### src/rtl/au_reservation_station_if.sv
// au_reservation_station_if: dispatch, CDB and issue signals of the AU reservation station
interface au_reservation_station_if #(
    parameter int DEPTH = 4,
    parameter int TAG_W = 4
);
    logic                         flush;
    logic                         dispatch_valid;
    logic                         dispatch_ready;
    logic [4:0]                   dispatch_execute_type;
    logic [TAG_W-1:0]             dispatch_rob_tag;
    logic                         dispatch_src1_ready;
    logic                         dispatch_src2_ready;
    logic [31:0]                  dispatch_src1_value;
    logic [31:0]                  dispatch_src2_value;
    logic [TAG_W-1:0]             dispatch_src1_tag;
    logic [TAG_W-1:0]             dispatch_src2_tag;
    logic                         cdb_valid;
    logic [TAG_W-1:0]             cdb_tag;
    logic [31:0]                  cdb_value;
    logic                         issue_valid;
    logic                         issue_ready;
    logic [31:0]                  operand1;
    logic [31:0]                  operand2;
    logic [4:0]                   execute_type;
    logic [TAG_W-1:0]             issue_rob_tag;
    logic [$clog2(DEPTH+1)-1:0]   count;

    modport master (
        output flush, dispatch_valid, dispatch_execute_type, dispatch_rob_tag,
               dispatch_src1_ready, dispatch_src2_ready, dispatch_src1_value, dispatch_src2_value,
               dispatch_src1_tag, dispatch_src2_tag, cdb_valid, cdb_tag, cdb_value, issue_ready,
        input  dispatch_ready, issue_valid, operand1, operand2, execute_type, issue_rob_tag, count
    );

    modport slave (
        input  flush, dispatch_valid, dispatch_execute_type, dispatch_rob_tag,
               dispatch_src1_ready, dispatch_src2_ready, dispatch_src1_value, dispatch_src2_value,
               dispatch_src1_tag, dispatch_src2_tag, cdb_valid, cdb_tag, cdb_value, issue_ready,
        output dispatch_ready, issue_valid, operand1, operand2, execute_type, issue_rob_tag, count
    );
endinterface

### src/rtl/au_reservation_station.sv
// au_reservation_station: compacting-queue reservation station feeding the AU, oldest-ready-first issue
module au_reservation_station #(
    parameter int DEPTH = 4,
    parameter int TAG_W = 4
) (
    input logic                     clk,
    input logic                     rst_n,
    au_reservation_station_if.slave bus
);
    localparam int CW = $clog2(DEPTH + 1);
    localparam int IW = $clog2(DEPTH);

    typedef struct packed {
        logic             v;
        logic [4:0]       et;
        logic [TAG_W-1:0] rt;
        logic             r1;
        logic             r2;
        logic [TAG_W-1:0] t1;
        logic [TAG_W-1:0] t2;
        logic [31:0]      d1;
        logic [31:0]      d2;
    } entry_t;

    entry_t          q  [DEPTH];
    entry_t          nq [DEPTH];
    entry_t          qx [DEPTH+1];
    entry_t          dent;
    logic [CW-1:0]   count;
    logic [CW-1:0]   widx;
    logic [IW-1:0]   sel;
    logic            ready_any;
    logic            fire;
    logic            disp;

    always_comb begin
        ready_any = 1'b0;
        sel       = '0;
        for (int i = DEPTH - 1; i >= 0; i--)
            if (q[i].v && q[i].r1 && q[i].r2) begin
                ready_any = 1'b1;
                sel       = IW'(i);
            end
    end

    assign fire               = ready_any && bus.issue_ready;
    assign disp               = bus.dispatch_valid && bus.dispatch_ready;
    assign widx               = count - CW'(fire);
    assign bus.dispatch_ready = count != CW'(DEPTH);
    assign bus.issue_valid    = ready_any;
    assign bus.operand1       = ready_any ? q[sel].d1 : '0;
    assign bus.operand2       = ready_any ? q[sel].d2 : '0;
    assign bus.execute_type   = ready_any ? q[sel].et : '0;
    assign bus.issue_rob_tag  = ready_any ? q[sel].rt : '0;
    assign bus.count          = count;

    // A source still waiting at dispatch can catch a result broadcast in the same cycle.
    always_comb begin
        dent    = '0;
        dent.v  = 1'b1;
        dent.et = bus.dispatch_execute_type;
        dent.rt = bus.dispatch_rob_tag;
        dent.t1 = bus.dispatch_src1_tag;
        dent.t2 = bus.dispatch_src2_tag;
        dent.r1 = bus.dispatch_src1_ready || (bus.cdb_valid && bus.dispatch_src1_tag == bus.cdb_tag);
        dent.r2 = bus.dispatch_src2_ready || (bus.cdb_valid && bus.dispatch_src2_tag == bus.cdb_tag);
        dent.d1 = bus.dispatch_src1_ready ? bus.dispatch_src1_value : bus.cdb_value;
        dent.d2 = bus.dispatch_src2_ready ? bus.dispatch_src2_value : bus.cdb_value;
    end

    always_comb begin
        for (int i = 0; i < DEPTH; i++) qx[i] = q[i];
        qx[DEPTH] = '0;
        for (int i = 0; i < DEPTH; i++) begin
            nq[i] = (fire && IW'(i) >= sel) ? qx[i+1] : qx[i];
            if (bus.cdb_valid && nq[i].v && !nq[i].r1 && nq[i].t1 == bus.cdb_tag) begin
                nq[i].r1 = 1'b1;
                nq[i].d1 = bus.cdb_value;
            end
            if (bus.cdb_valid && nq[i].v && !nq[i].r2 && nq[i].t2 == bus.cdb_tag) begin
                nq[i].r2 = 1'b1;
                nq[i].d2 = bus.cdb_value;
            end
            if (disp && widx == CW'(i)) nq[i] = dent;
        end
    end

    always_ff @(posedge clk) begin
        if (rst_n || bus.flush) begin
            for (int i = 0; i < DEPTH; i++) q[i] <= '0;
            count <= '0;
        end else begin
            q     <= nq;
            count <= count + CW'(disp) - CW'(fire);
        end
    end
endmodule

### src/flat_wrapper.sv
// flat-port wrapper written by rule: the top's interface ports become plain ports
module au_reservation_station_flat 
#(
    parameter int DEPTH = 4,
    parameter int TAG_W = 4
)
  (clk, rst_n, bus_flush, bus_dispatch_valid, bus_dispatch_execute_type, bus_dispatch_rob_tag, bus_dispatch_src1_ready, bus_dispatch_src2_ready, bus_dispatch_src1_value, bus_dispatch_src2_value, bus_dispatch_src1_tag, bus_dispatch_src2_tag, bus_cdb_valid, bus_cdb_tag, bus_cdb_value, bus_issue_ready, bus_dispatch_ready, bus_issue_valid, bus_operand1, bus_operand2, bus_execute_type, bus_issue_rob_tag, bus_count);
  au_reservation_station_if #(.DEPTH(DEPTH), .TAG_W(TAG_W)) bus_i ();
  input logic clk;
  input logic rst_n;
  input wire logic [$bits(bus_i.flush)-1:0] bus_flush;
  input wire logic [$bits(bus_i.dispatch_valid)-1:0] bus_dispatch_valid;
  input wire logic [$bits(bus_i.dispatch_execute_type)-1:0] bus_dispatch_execute_type;
  input wire logic [$bits(bus_i.dispatch_rob_tag)-1:0] bus_dispatch_rob_tag;
  input wire logic [$bits(bus_i.dispatch_src1_ready)-1:0] bus_dispatch_src1_ready;
  input wire logic [$bits(bus_i.dispatch_src2_ready)-1:0] bus_dispatch_src2_ready;
  input wire logic [$bits(bus_i.dispatch_src1_value)-1:0] bus_dispatch_src1_value;
  input wire logic [$bits(bus_i.dispatch_src2_value)-1:0] bus_dispatch_src2_value;
  input wire logic [$bits(bus_i.dispatch_src1_tag)-1:0] bus_dispatch_src1_tag;
  input wire logic [$bits(bus_i.dispatch_src2_tag)-1:0] bus_dispatch_src2_tag;
  input wire logic [$bits(bus_i.cdb_valid)-1:0] bus_cdb_valid;
  input wire logic [$bits(bus_i.cdb_tag)-1:0] bus_cdb_tag;
  input wire logic [$bits(bus_i.cdb_value)-1:0] bus_cdb_value;
  input wire logic [$bits(bus_i.issue_ready)-1:0] bus_issue_ready;
  output wire logic [$bits(bus_i.dispatch_ready)-1:0] bus_dispatch_ready;
  output wire logic [$bits(bus_i.issue_valid)-1:0] bus_issue_valid;
  output wire logic [$bits(bus_i.operand1)-1:0] bus_operand1;
  output wire logic [$bits(bus_i.operand2)-1:0] bus_operand2;
  output wire logic [$bits(bus_i.execute_type)-1:0] bus_execute_type;
  output wire logic [$bits(bus_i.issue_rob_tag)-1:0] bus_issue_rob_tag;
  output wire logic [$bits(bus_i.count)-1:0] bus_count;
  assign bus_i.flush = bus_flush;
  assign bus_i.dispatch_valid = bus_dispatch_valid;
  assign bus_i.dispatch_execute_type = bus_dispatch_execute_type;
  assign bus_i.dispatch_rob_tag = bus_dispatch_rob_tag;
  assign bus_i.dispatch_src1_ready = bus_dispatch_src1_ready;
  assign bus_i.dispatch_src2_ready = bus_dispatch_src2_ready;
  assign bus_i.dispatch_src1_value = bus_dispatch_src1_value;
  assign bus_i.dispatch_src2_value = bus_dispatch_src2_value;
  assign bus_i.dispatch_src1_tag = bus_dispatch_src1_tag;
  assign bus_i.dispatch_src2_tag = bus_dispatch_src2_tag;
  assign bus_i.cdb_valid = bus_cdb_valid;
  assign bus_i.cdb_tag = bus_cdb_tag;
  assign bus_i.cdb_value = bus_cdb_value;
  assign bus_i.issue_ready = bus_issue_ready;
  assign bus_dispatch_ready = bus_i.dispatch_ready;
  assign bus_issue_valid = bus_i.issue_valid;
  assign bus_operand1 = bus_i.operand1;
  assign bus_operand2 = bus_i.operand2;
  assign bus_execute_type = bus_i.execute_type;
  assign bus_issue_rob_tag = bus_i.issue_rob_tag;
  assign bus_count = bus_i.count;
  au_reservation_station #(.DEPTH(DEPTH), .TAG_W(TAG_W)) u_core (.clk(clk), .rst_n(rst_n), .bus(bus_i));
endmodule
### config.mk
export PLATFORM = sky130hd
export DESIGN_NAME = au_reservation_station_flat
export DESIGN_NICKNAME = d
export VERILOG_FILES = /design/src/rtl/au_reservation_station_if.sv /design/src/rtl/au_reservation_station.sv /design/src/flat_wrapper.sv
export SDC_FILE = /design/constraint.sdc
export NUM_CORES = 1
export LEC_CHECK = 0
export CORE_MARGIN = 2
export CORE_UTILIZATION = 45
export CTS_BUF_LIST = sky130_fd_sc_hd__clkbuf_16
export DETAILED_ROUTE_END_ITERATION = 7
export HOLD_SLACK_MARGIN = 0.1
export PLACE_DENSITY = 0.65
export SLEW_MARGIN = 20
export SYNTH_ARGS = -nofsm -noshare
export SYNTH_HDL_FRONTEND = slang
export SYNTH_SLANG_ARGS = --single-unit
export TNS_END_PERCENT = 20
### constraint.sdc
create_clock -name clk -period 4.5 [get_ports clk]
set_clock_uncertainty 0.15 [all_clocks]
set_input_delay 0.675 -clock clk [delete_from_list [all_inputs] [get_ports clk]]
set_output_delay 0.675 -clock clk [all_outputs]
set_load 0.005 [all_outputs]
==> metrics.cfg, run 1 <==
[drt]
wl_per_cell_um = 25.1
drc = 0
wirelength_um = 83500
drtIter0Drc = 2680
via_per_inst = 6.61
dr.pass1.iters = 6
ant_nets = 0
num_vias = 22036

[die]
design.core.area_um2 = 46600
ios = 203
die_area_um2 = 48800
die_height_um = 221
start_util_pct = 45.5
row_count = 79
die_w_um = 221

[worst_setup_path]
ff2ff_path_depth = 14
crit_arrival_ps = 3520
critPathSlowestCell = clkdlybuf4s50_1
crit_type = flop to primary output
path_cells = nand3_1 > nand2b_1 > a21boi_4 > buf_4 > buf_4 > mux2_2 > nor2_1 > a211oi_1 > clkdlybuf4s50_1
crit_buf_inv = 3
crit_family = buffers and inverters
cp-end-kind = primary output
critPathMaxStageDelay_ps = 570
r2r_setup_slack_ps = 610
reg2reg_to = u_core.q[173]
cp_common_cell = buf_4
crit_fanout = 27
crit_start = u_core.q[83]
start_kind = flop
worst_ep_required_time_ps = 3670
r2r_start = u_core.q[251]

[layout]
layout_common_cells = 339 x dfxtp_1, 338 x nand2_1, 281 x nor2_1, 209 x mux2i_1, 200 x clkdlybuf4s50_1
nNetsFinal = 2829
layout_commonest_cell = dfxtp_1
n_fill_cell = 4324
finalNonFillerCells = 3334
final_util_pct = 53.8
layout-drive-gt1-share_pct = 11.2
area_growth_pct = 18.1

[cts]
cts_post_setup_buffers_inserted = 0
cts_buffers = 40
clockBufferDepth = 3
clkSinkCount = 339
cts.clk_slew.worst_paths_ps = 60
cts_resized = 0
clock_latency_ps = 590
cts_root_buf = clkbuf_16
cts_tree = built
cts_hold_buffers = 0
htree_levels = 2

[synthesis]
syn-mean-instance-area_um2 = 8.03
synthArstFlopShare_pct = 0
synth-edff-count = 0
syn_nets = 2767
synth_area_leader_cell = dfxtp_1
ys_warn_count = 0
ys_ff_latch = 339
synth_cell_types = 69
synthFlopType = dfxtp_1
synth.cell_area_um2 = 21200
yosys-top-cells-area = dfxtp_1 32%, mux2i_1 9.9%, nand2_1 6.1%, nor2_1 5.1%, a211oi_1 4.7%
synth_cells = 2637
seq_area_frac_synth_pct = 32.0
synth_top_area_share_pct = 32.0

[pwr]
power_density_nw_per_um2 = 278
finalPower_mw = 6.96
leakage_nw = 9.01
irDropWorstVdd_mv = 0.202

[sta]
finalSetupTns_ps = 0
hold_violations = 0
tightest_slew_ps = 1130
rsz0062_at_grt = no
finalSetupViolCount = 0
max_freq_ghz = 0.230
holdWs_ps = 314
finalMaxSlewViolations = 0
min_period_ps = 4350
slew_headroom_pct = 24.5
fin_crit_sh_pct = 96.7

[global_routing]
grt_pass1_vias = 21691
grt_start_max_net_pins = 88
grt_pass1_wl_um = 128000
gr-total-overflow = 0
grt_usage_pct = 32.9
grt_antenna_before_repair = 2

[status]
status = completed

[worst_hold_path]
hold_path_class = flop to flop
min-delay-start = u_core.q[106]
holdPathEnd = u_core.q[106]
whs_path_depth = 2

[place]
globalplace.congestion = 0.899
io_buffers = 202
dp_hpwl_um = 52200
dp_cells = 3264

[flow_run]
cap_violations = 0

## worst register-to-register path, delay by kind of cell (launching register included)
family                     cells  cell delay (ps)
and+or+nand+nor                6             1670
buffers and inverters          3              630
adders and majority gates      2              430
DFF                            1              360
AOI/OAI and AO/OA              2              340
xor gates and xnor gates       1              180
## per-layer routing
layer / global-route usage, % / share of wire [%] / vias up
li1: - / - / 9821
met1: 43.6 / 41 / 10650
met2: 50.1 / 44 / 1354
met3: 7.97 / 11 / 211
met4: 15.7 / 3.9 / 0
met5: 0 / 0 / -
## cells by family after synthesis
kind of cell    count (synthesis)  synth area share, %
flops                         339                 32.0
mux                           303                 15.0
xor+xnor                       34                 1.41
compound gates                799                 27.8
fa+ha+maj                       5                0.331
simple gates                  845                 17.3
buf+inv                       312                 6.08
## state kept, by name, indices dropped and copies added, names as in the netlist
signal	count
u_core.bus.count	3
u_core.q	336
## how the worst max path moves through the flow
stage / to / cells past startpoint / slack, ps
floorplan: u_core.q[204] / 15 / 1400
global placement: u_core.q[142] / 9 / 560
detailed placement: u_core.q[173] / 11 / 410
CTS: bus_operand2[10] / 9 / 160
global route: bus_operand2[10] / 8 / 20
finish: bus_operand2[10] / 9 / 150
## metrics by stage
stage / instance area (µm²) / setup WS (ps)
after detailed placement: 23800 / 413
after global placement: 23800 / 564
after CTS: 25000 / 156
after floorplan: 21200 / 1400
after global routing: 25000 / 23.6
final: 25000 / 150
## layout make-up
type	count	area, µm²	share of cell area, %
Inverter	37	139	0.555
Timing Repair Buffer	295	2900	11.6
Antenna cell	1	2.50	0.0100
Clock buffer	41	1030	4.10
Tap cell	607	759	3.03
Sequential cell	339	6790	27.1
Clock inverter	28	148	0.590
Multi-Input combinational cell	1986	13300	53.0
## power by group
| group | switching (mW) | internal, mW |
|---|---|---|
| Clock | 1.38 | 1.70 |
| Sequential | 0.0322 | 3.05 |
| Combinational | 0.518 | 0.289 |
## synth_stat cells, types with 5 or more instances
library cell	instances
nor2b_1	12
a32o_1	61
o22a_1	16
mux2_2	82
mux2_4	7
a31oi_1	11
and2_1	7
o31ai_2	27
nand2b_1	13
o221ai_1	12
inv_1	37
xor2_1	28
o21a_1	7
a211oi_2	9
clkbuf_1	213
a211oi_1	134
o21ai_0	130
nand3_1	38
or3_1	15
and4_1	8
a311o_1	45
buf_1	15
and3_1	45
a22oi_1	27
dfxtp_1	339
o221a_1	11
nor2_1	287
nand2_1	342
o31ai_1	10
o211ai_1	29
nand4_1	5
a22o_1	35
mux2_1	5
o21ai_1	14
buf_2	37
nor3_1	55
a311oi_1	50
xnor2_1	6
a21oi_1	149
mux2i_1	209
(Power assumes the default switching activity.)
==> run 2: changes to the inputs <==
--- a/config.mk
+++ b/config.mk
@@ -11,7 +11,6 @@
 export DETAILED_ROUTE_END_ITERATION = 7
 export HOLD_SLACK_MARGIN = 0.1
 export PLACE_DENSITY = 0.65
-export SLEW_MARGIN = 20
 export SYNTH_ARGS = -nofsm -noshare
 export SYNTH_HDL_FRONTEND = slang
 export SYNTH_SLANG_ARGS = --single-unit
==> results of run 2 <==
Same layout as run 1: the final DEF is identical, and so are final timing and power.
